$ cat config.mk
export PLATFORM = sky130hd
export DESIGN_NAME = pipeline_hazard_ctrl
export DESIGN_NICKNAME = d
export VERILOG_FILES = /design/src/rtl/pipeline_hazard_ctrl.sv
export SDC_FILE = /design/constraint.sdc
export NUM_CORES = 1
export LEC_CHECK = 0
export ABC_CLOCK_PERIOD_IN_PS = 5100
export CORE_MARGIN = 2
export CORE_UTILIZATION = 35
export DETAILED_ROUTE_END_ITERATION = 8
export MAX_ROUTING_LAYER = met4
export PLACE_DENSITY = 0.71
export SYNTH_ARGS = -nofsm -noshare
export SYNTH_HDL_FRONTEND = slang
export SYNTH_SLANG_ARGS = --single-unit
export TNS_END_PERCENT = 50
$ cat constraint.sdc
create_clock -name clk -period 5.1 [get_ports clk]
set_clock_uncertainty 0.2 [all_clocks]
set_input_delay 0.765 -clock clk [delete_from_list [all_inputs] [get_ports clk]]
set_output_delay 0.765 -clock clk [all_outputs]
set_load 0.01 [all_outputs]
$ cat src/rtl/pipeline_hazard_ctrl.sv
// Hazard and sequencing controller for a 5-stage MIPS32 pipeline: operand forwarding,
// load-use / branch / HI-LO stalls and the multi-cycle mult/div latency counter.
module pipeline_hazard_ctrl #(
  parameter int MUL_LAT = 4,
  parameter int DIV_LAT = 32,
  parameter int CNT_W   = 6
) (
  input  logic       clk,
  input  logic       rstN,
  input  logic [4:0] rsD,
  input  logic [4:0] rtD,
  input  logic [4:0] rsE,
  input  logic [4:0] rtE,
  input  logic [4:0] writeRegE,
  input  logic [4:0] writeRegM,
  input  logic [4:0] writeRegW,
  input  logic       regWriteE,
  input  logic       regWriteM,
  input  logic       regWriteW,
  input  logic       memToRegE,
  input  logic       memToRegM,
  input  logic       branchD,
  input  logic       mdOpD,
  input  logic       mdStartE,
  input  logic       mdIsDivE,
  output logic [1:0] forwardAE,
  output logic [1:0] forwardBE,
  output logic       forwardAD,
  output logic       forwardBD,
  output logic       stallF,
  output logic       stallD,
  output logic       flushE,
  output logic       mdBusy,
  output logic       mdDone
);

  localparam logic [CNT_W-1:0] MUL_CNT = CNT_W'(MUL_LAT);
  localparam logic [CNT_W-1:0] DIV_CNT = CNT_W'(DIV_LAT);
  localparam logic [CNT_W-1:0] ONE     = CNT_W'(1);

  logic [CNT_W-1:0] count_q, count_d;
  logic             run_q, run_d;

  logic [1:0] fwd_ae, fwd_be;
  logic       fwd_ad, fwd_bd;
  logic       lw_stall, branch_stall, hilo_stall, any_stall;
  logic       busy, done;

  function automatic logic [1:0] fwd_sel(input logic [4:0] src,
                                         input logic [4:0] dst_m, input logic we_m,
                                         input logic [4:0] dst_w, input logic we_w);
    if (src != 5'd0 && we_m && src == dst_m)      fwd_sel = 2'd2;
    else if (src != 5'd0 && we_w && src == dst_w) fwd_sel = 2'd1;
    else                                          fwd_sel = 2'd0;
  endfunction

  function automatic logic hits(input logic [4:0] dst, input logic [4:0] a, input logic [4:0] b);
    hits = (dst != 5'd0) && (dst == a || dst == b);
  endfunction

  // A new start overwrites any count in flight; otherwise count down to zero.
  always_comb begin
    run_d   = 1'b1;
    count_d = count_q;
    if (mdStartE)                count_d = mdIsDivE ? DIV_CNT : MUL_CNT;
    else if (count_q != '0)      count_d = count_q - ONE;
  end

  always_ff @(posedge clk or negedge rstN) begin
    if (!rstN) begin
      count_q <= '0;
      run_q   <= 1'b0;
    end else begin
      count_q <= count_d;
      run_q   <= run_d;
    end
  end

  always_comb begin
    fwd_ae       = fwd_sel(rsE, writeRegM, regWriteM, writeRegW, regWriteW);
    fwd_be       = fwd_sel(rtE, writeRegM, regWriteM, writeRegW, regWriteW);
    fwd_ad       = (rsD != 5'd0) && regWriteM && (rsD == writeRegM);
    fwd_bd       = (rtD != 5'd0) && regWriteM && (rtD == writeRegM);
    busy         = (count_q != '0);
    done         = (count_q == ONE);
    lw_stall     = memToRegE && hits(rtE, rsD, rtD);
    branch_stall = branchD && ((regWriteE && hits(writeRegE, rsD, rtD)) ||
                               (memToRegM && hits(writeRegM, rsD, rtD)));
    hilo_stall   = mdOpD && (busy || mdStartE);
    any_stall    = lw_stall || branch_stall || hilo_stall;
  end

  // run_q keeps every output quiet from reset assertion until the first edge after release.
  always_comb begin
    forwardAE = run_q ? fwd_ae : 2'd0;
    forwardBE = run_q ? fwd_be : 2'd0;
    forwardAD = run_q && fwd_ad;
    forwardBD = run_q && fwd_bd;
    stallF    = run_q && any_stall;
    stallD    = run_q && any_stall;
    flushE    = run_q && any_stall;
    mdBusy    = run_q && busy;
    mdDone    = run_q && done;
  end

endmodule

==> flow_summary.rst <==
.. list-table::
   :header-rows: 1

   * - Metric
     - Value
   * - CTS HTree Levels
     - 1
   * - Fin Setup TNS
     - 0 ns
   * - Initial standard-cell utilization of the core
     - between 30% and 40%
   * - Utilization of the core after routing
     - between 50% and 60%
   * - Fin nets
     - 239
   * - Distinct cell type count of the synthesized netlist
     - 39
   * - Grt ovf
     - 0
   * - Final antenna diode count
     - 0
   * - Pin count of the biggest net entering global routing
     - 9
   * - Maximum operating frequency
     - between 200 and 250 MHz
   * - Warnings, synthesis
     - 0
   * - Clock sink total
     - 7
   * - Largest driver fanout on the critical path
     - 5
   * - Number of antenna violations at the first check in global routing
     - 0
   * - Most common library cell in the layout ignoring fill and taps
     - sky130_fd_sc_hd__clkdlybuf4s50_1
   * - Power, Total
     - between 300 and 400 µW
   * - Number of cells on the critical path
     - 7
   * - XOR/XNOR share of the synthesized area
     - between 30% and 40%
   * - Number of nets with antenna violations after detailed routing
     - 0
   * - Seq cells post-synth
     - 7
   * - Per-instance average area after synthesis
     - 8.12 µm²
   * - Critical R2R Capture
     - count_q[2]$_DFFE_PN0N_
   * - Area enclosed by the die boundary
     - about 3800 µm²
   * - Via count normalized by instance count
     - about 5.2
   * - Hold-critical path depth
     - 2
   * - Number of buffers inserted by hold repair at cts
     - 0
   * - Crit path cell chain
     - clkdlybuf4s50_1 > xnor2_1 > nand3_1 > nor3_1 > o2111ai_1 > a41oi_1 > clkdlybuf4s50_1
   * - Category of cells accounting for the largest share of critical-path delay
     - buffers and inverters
   * - Global-route wire length before repair
     - ~6000 µm
   * - Share of final-layout standard cells stronger than drive strength 1
     - between 4 and 5%
   * - Worst r2r src
     - count_q[0]$_DFFE_PN0N_
   * - Number of placed I/O pins
     - between 50 and 60
   * - Data arrival time at the worst-slack endpoint
     - just over 3 ns
   * - Number of standard cells after synthesis
     - roughly 140
   * - Final hold slack
     - between 0.3 and 0.4 ns
   * - Max-cap violations
     - 0
   * - NetSw
     - about 130 µW
   * - Pint
     - roughly 210 µW
   * - Portion of the post-synthesis area used by sequential elements
     - between 10% and 20%
   * - Number of buffers created by CTS
     - 3
   * - Post-synth top area cell
     - sky130_fd_sc_hd__xnor2_1
   * - Count of flip-flops with a built-in enable after synthesis
     - 0
   * - Port Buffers
     - 56
   * - Adder and majority gate portion of the synthesized area
     - 2.17%
   * - Per-cell routed wire length
     - 15.2 µm
   * - Number of buffer and inverter stages on the critical path
     - 2
   * - Slowest CP cell
     - sky130_fd_sc_hd__clkdlybuf4s50_1
   * - Number of slew-limit violations in the final report
     - 0
   * - Data required time of the worst path
     - between 4 and 5 ns
   * - Critical path's largest stage delay
     - ~0.65 ns
   * - P per Cell Area
     - roughly 200 nW/µm²
   * - Post-CTS setup repair buffer count
     - 0
   * - Die W
     - roughly 60 µm
   * - Routability congestion estimate from global placement
     - ~0.90
   * - Post-Syn Nets
     - 190
   * - Post-Synth Simple-Gate Area
     - 26.8%
   * - Ratio of final minimum period to clock period
     - approximately 79%
   * - Std-Cell Core Area
     - 3100 µm²
   * - Worst-Skew Late Latency
     - roughly 0.25 ns
   * - Category of the critical setup timing path
     - input pin to output port
   * - Total track usage
     - between 20% and 30%
   * - Clock share of power
     - approximately 15%
   * - Async set-reset flop share out of synthesis
     - 100%
   * - Cell Area, Synth
     - 1150 µm²
   * - Detailed router's first-iteration violation count
     - 44
   * - Register share of total power
     - 26.4%
   * - Unrepaired setup endpoints after global routing
     - no
   * - Final Hold Vio Count
     - 0
   * - Mux contribution to synthesized area
     - 0%
   * - TritonCTS clock tree
     - done
   * - Fraction of the mapped netlist area in compound gates
     - under 10%
   * - Lkg Pwr
     - a little under 0.0006 µW
   * - Post-synth top flop
     - sky130_fd_sc_hd__dfrtp_1
   * - Largest cells by area after synthesis
     - sky130_fd_sc_hd__xnor2_1 (30%), sky130_fd_sc_hd__dfrtp_1 (15%), sky130_fd_sc_hd__xor2_1 (9.9%)
   * - Area growth syn-to-layout
     - 49.3%
   * - DRT Wirelength
     - 3570 µm
   * - Final Setup Violations
     - 0
   * - Switching part of the total
     - 39.4%
   * - Number of cell rows
     - 20
   * - DRC violations left
     - 0
   * - Classification of the worst-slack hold path
     - flop to flop
   * - Logic pwr share
     - roughly three fifths
   * - Reg2reg setup slack
     - roughly 3.2 ns
   * - Nature of the critical path startpoint
     - input pin
   * - Clock transition time at the flip-flop clock pins of the worst setup and hold paths
     - around 0.05 ns
   * - Worst Hold Path EP
     - count_q[3]$_DFFE_PN0N_
   * - Half-perimeter wire length of the detailed placement result
     - just under 3000 µm
   * - Endpoint type of the worst setup path
     - output port
   * - Minimum clock period after layout
     - between 4 and 5 ns
   * - Die outline height
     - 61.4 µm
   * - Deepest clock path buffer count
     - 2
   * - Root buffer cell
     - sky130_fd_sc_hd__clkbuf_4
   * - Startpoint of the tightest hold check path
     - count_q[3]$_DFFE_PN0N_
   * - Dominant combinational cell family by area after synthesis
     - XOR/XNOR gates
   * - Commonest non-fill, non-tap cells in the layout
     - sky130_fd_sc_hd__clkdlybuf4s50_1 (56), sky130_fd_sc_hd__xnor2_1 (39), sky130_fd_sc_hd__xor2_1 (13)
   * - Synth top area share
     - around 30%
   * - Result of the run
     - finished, final reports clean
   * - Via count of the first global-routing pass
     - around 1300
   * - Depth of the worst register-to-register path
     - 5
   * - Critical path's most frequent cell
     - sky130_fd_sc_hd__clkdlybuf4s50_1
   * - Post-CTS Resized
     - 0
   * - Number of fill cells
     - ~310
   * - Max VDD drop
     - 0.000162 V
   * - Routed via count
     - ~1200
   * - First-pass detailed-route iteration total
     - 4
==> flip-flops by register name, indices dropped and copies added, names as in the netlist <==
name     flops
run_q        1
count_q      6
==> routing by layer <==
metal  wire [µm]  vias to the layer above  GRT usage [%]  part of all wire, %
met5           0                        -              -                    0
met4          42                        0           6.69                  1.2
met3         232                        6           1.89                  6.5
met2        1720                       46           38.3                   48
met1        1570                      572           26.1                   44
li1            -                      590              -                    -
==> power by group through the flow <==
stage                     sequential [µW]  combinational (µW)  clock [µW]
after floorplan                      86.1                 125           0
after global placement               89.4                 194           0
after detailed placement             90.4                 198           0
after CTS                            89.5                 201        52.9
after global routing                 93.5                 222        54.9
final                                89.6                 200        50.2
==> stage by stage <==
stage / std cells / setup WS (ns) / instance area (µm²)
after floorplan: 142 / 1.97 / 1150
after global placement: 230 / 1.09 / 1700
after detailed placement: 230 / 1.05 / 1700
after CTS: 234 / 1.06 / 1720
after global routing: 234 / 0.892 / 1720
final: 234 / 1.06 / 1720
==> area by class of cell <==
type	instances	area, µm²	area share, %
inverters	3	11.3	0.654
clock buffers	4	26.3	1.53
flip-flops and latches	7	175	10.2
repair buffers	56	561	32.5
well taps	44	55.1	3.20
multi-input cells	120	895	51.9
==> logic make-up after synthesis <==
logic type               Yosys count
AO/OA/AOI/OAI                     13
XOR/XNOR                          52
adder cells (fa/ha/maj)            2
buffers and inverters             15
flip-flops                         7
other                              1
AND/OR/NAND/NOR                   52
==> worst reg2reg max path, cell delays in order (launching register included) <==
cell and delay (ns):
sky130_fd_sc_hd__dfrtp_1 0.42, sky130_fd_sc_hd__inv_1 0.10, sky130_fd_sc_hd__ha_1 0.26, sky130_fd_sc_hd__nand3_1 0.24, sky130_fd_sc_hd__and3b_1 0.27, sky130_fd_sc_hd__o31a_1 0.26
==> cells in the mapped netlist, types with 2 or more instances <==
cell type / number
sky130_fd_sc_hd__nand4_1: 5
sky130_fd_sc_hd__inv_1: 3
sky130_fd_sc_hd__buf_2: 2
sky130_fd_sc_hd__xor2_1: 13
sky130_fd_sc_hd__ha_1: 2
sky130_fd_sc_hd__o2111a_1: 2
sky130_fd_sc_hd__nand2_1: 8
sky130_fd_sc_hd__o2111ai_1: 2
sky130_fd_sc_hd__nor3_1: 6
sky130_fd_sc_hd__nor2_1: 6
sky130_fd_sc_hd__nand3_1: 9
sky130_fd_sc_hd__nor4_2: 2
sky130_fd_sc_hd__xnor2_1: 39
sky130_fd_sc_hd__clkbuf_1: 6
sky130_fd_sc_hd__buf_4: 2
sky130_fd_sc_hd__nor4_1: 2
sky130_fd_sc_hd__or4_1: 4
sky130_fd_sc_hd__dfrtp_1: 7
sky130_fd_sc_hd__a21oi_1: 2
==> worst max-delay path by stage <==
| stage | from | end | slack [ns] |
|---|---|---|---|
| finish | writeRegM[4] | stallD | 1.06 |
| global route | writeRegM[1] | flushE | 0.89 |
| CTS | writeRegM[2] | stallD | 1.06 |
| detailed placement | writeRegM[2] | stallD | 1.05 |
| global placement | writeRegM[2] | flushE | 1.09 |
| floorplan | writeRegM[4] | stallD | 1.97 |
Note: power is estimated with default switching activity, not from simulation.
==> RTL edit: new RTL, config.mk and constraints unchanged <==
Change the parameter `CNT_W` from 6 to 5.
--- a/src/rtl/pipeline_hazard_ctrl.sv
+++ b/src/rtl/pipeline_hazard_ctrl.sv
@@ -4,5 +4,5 @@
   parameter int MUL_LAT = 4,
   parameter int DIV_LAT = 32,
-  parameter int CNT_W   = 6
+  parameter int CNT_W   = 5
 ) (
   input  logic       clk,
Formal check against the unedited RTL: not equivalent (a bounded check fails within 4 cycles, from zero or initial values and one cycle with rstN low).
==> RTL edit against the unedited design <==
- worst setup slack better by 0.064 ns
- global-route usage down 1.1 points
- power up 2.6%
- synthesized cell count decreased by 3.5%
- highest routed layer unchanged
- register-to-register slack improved by 0.35 ns
- area after synthesis is 2.6% lower
- wire length down 3.5%
- sequential cell count decreased by 1
- via count shrank 2.9%
- clock power decreased by 15%
- combinational power up 9%
- cell area decreased by 3.0%
- count of clock-buffer cells in the layout decreased by 1
==> RTL edit: results (changes against the unedited design) <==
| Metric | Value |
|---|---|
| Asr flop ratio synth | `1.00 (unchanged)` |
| Top reg by flops | `count_q` |
| Port-buffer cells | `56 (unchanged)` |
| DR WL/cell | `15.1 um (-0.94%)` |
| Critical path peak fanout | `5 (unchanged)` |
| Area leader, netlist | `xnor2_1` |
| Hold Startpoint | `count_q[4]$_DFFE_PN0N_` |
| Pleak | `0.567 nW (-3.0%)` |
| Via count | `1179 (-2.9%)` |
| Initial antenna violation count | `0 (unchanged)` |
| Synth Area in Adders | `0.0334 (+0.0117)` |
| Clock-pin slew on the worst setup and hold paths | `0.04 ns` |
| DRT iter0 DRCs | `46 (+4.5%)` |
| TritonRoute pass-1 iters | `4 (unchanged)` |
| Worst setup path startpoint | `writeRegM[1]` |
| Top cells by area, synth | `xnor2_1, dfrtp_1, xor2_1, nand3_1, buf_4` |
| Number of buffers created by CTS | `3 (unchanged)` |
| Gr usage total | `0.206 (-0.0111)` |
| Peak VDD IR | `0.188 mV (+16%)` |
| First-pass GRT wire length | `5.51 mm (-8.2%)` |
| Setup_tns | `0 ns (unchanged)` |
| Final #Nets | `235 (-1.7%)` |
| Hold WS | `0.345 ns (+0.00192 ns)` |
| Post-Synth XOR/XNOR Area | `0.405 (+0.0106)` |
| Ys Warns | `0 (unchanged)` |
| Clk buf depth | `2 (unchanged)` |
| Cts repair resizes | `0 (unchanged)` |
| Internal reg-to-reg setup slack | `3.58 ns (+0.35 ns)` |
| Largest net degree at the start of global routing | `9 (unchanged)` |
| Clock Tree Root | `clkbuf_4` |
| Status | `finished clean` |
| FF-to-FF Start | `count_q[2]$_DFFE_PN0N_` |
| Worst EP arrival | `3.01 ns (-0.07 ns)` |
| Distinct cells, synth | `35 (-10%)` |
| Top cells by count, synth | `xnor2_1, xor2_1, nand2_1, nand3_1` |
| Main synth FF type | `dfrtp_1` |
| Internal power | `0.000206 W (+0.25%)` |
| Synth Net Count | `186 (-2.1%)` |
| Final period utilization | `0.780 (-0.0125)` |
| Largest regs | `count_q (5), run_q (1)` |
| DP Area | `0.00165 mm2 (-2.8%)` |
| Detailed placement HPWL | `2.88 mm (-2.3%)` |
| Multiplexer share of the synthesized area | `0.00891 (+0.00891)` |
| H-tree depth | `1 (unchanged)` |
| Place WS | `1.08 ns (+0.0268 ns)` |
| Share of cells above drive strength 1 | `0.0435 (+0.00137)` |
| Compound-cell area share of the yosys netlist | `0.0880 (+0.000121)` |
| Worst-Skew Late Latency | `0.24 ns` |
| Antenna cells | `0 (unchanged)` |
| Gpl congestion | `0.865 (-3.5%)` |
| Register area share after synthesis | `0.134 (-0.0182)` |
| Hold Crit Class | `flip-flop to flip-flop` |
| Postcts setup bufs | `0 (unchanged)` |
## RTL edit: power by group through the flow
| stage | registers, W | logic, W | clock network, W |
|---|---|---|---|
| 2_1_floorplan | 0.0000834 | 0.000139 | 0 |
| 3_3_place_gp | 0.0000868 | 0.000211 | 0 |
| 3_5_place_dp | 0.0000883 | 0.000219 | 0 |
| 4_1_cts | 0.0000875 | 0.000222 | 0.0000459 |
| 5_1_grt | 0.0000908 | 0.000243 | 0.0000477 |
| 6_report | 0.0000876 | 0.000218 | 0.0000429 |
## RTL edit: area by class of cell
class                           count  area, um2
Clock buffer                        3       22.5
Fill cell                         318       1380
Inverter                            3       11.3
Multi-Input combinational cell    116        872
Sequential cell                     6        150
Tap cell                           44       55.1
Timing Repair Buffer               56        561
## RTL edit: critical path, cell delays in order
cell             delay, ns
clkdlybuf4s50_1       0.65
xnor2_1               0.16
nand3_1               0.09
nor3_1                0.25
o2111ai_1             0.17
a41oi_1               0.32
clkdlybuf4s50_1       0.60
## RTL edit: final timing paths
check                                          to  cells after the start
max                                        stallD                      7
min                        count_q[4]$_DFFE_PN0N_                      2
max reg2reg                count_q[1]$_DFFE_PN0N_                      3
min reg2reg                count_q[4]$_DFFE_PN0N_                      2
max in group asynchronous  count_q[0]$_DFFE_PN0N_                      1
min in group asynchronous  count_q[2]$_DFFE_PN0N_                      1
## RTL edit: through the flow
stage | total power, W | cells
CTS | 0.000355 | 228
floorplan | 0.000222 | 137
global placement | 0.000298 | 225
detailed placement | 0.000307 | 225
global route | 0.000382 | 228
finish | 0.000349 | 228
## RTL edit: layer usage
layer  GRT usage  vias up  part of all wire
met2       0.346       39              0.49
met1       0.259      569              0.45
met4      0.0776        0             0.014
met3      0.0128        6             0.046
li1            -      565                 -
met5           -        -                 0
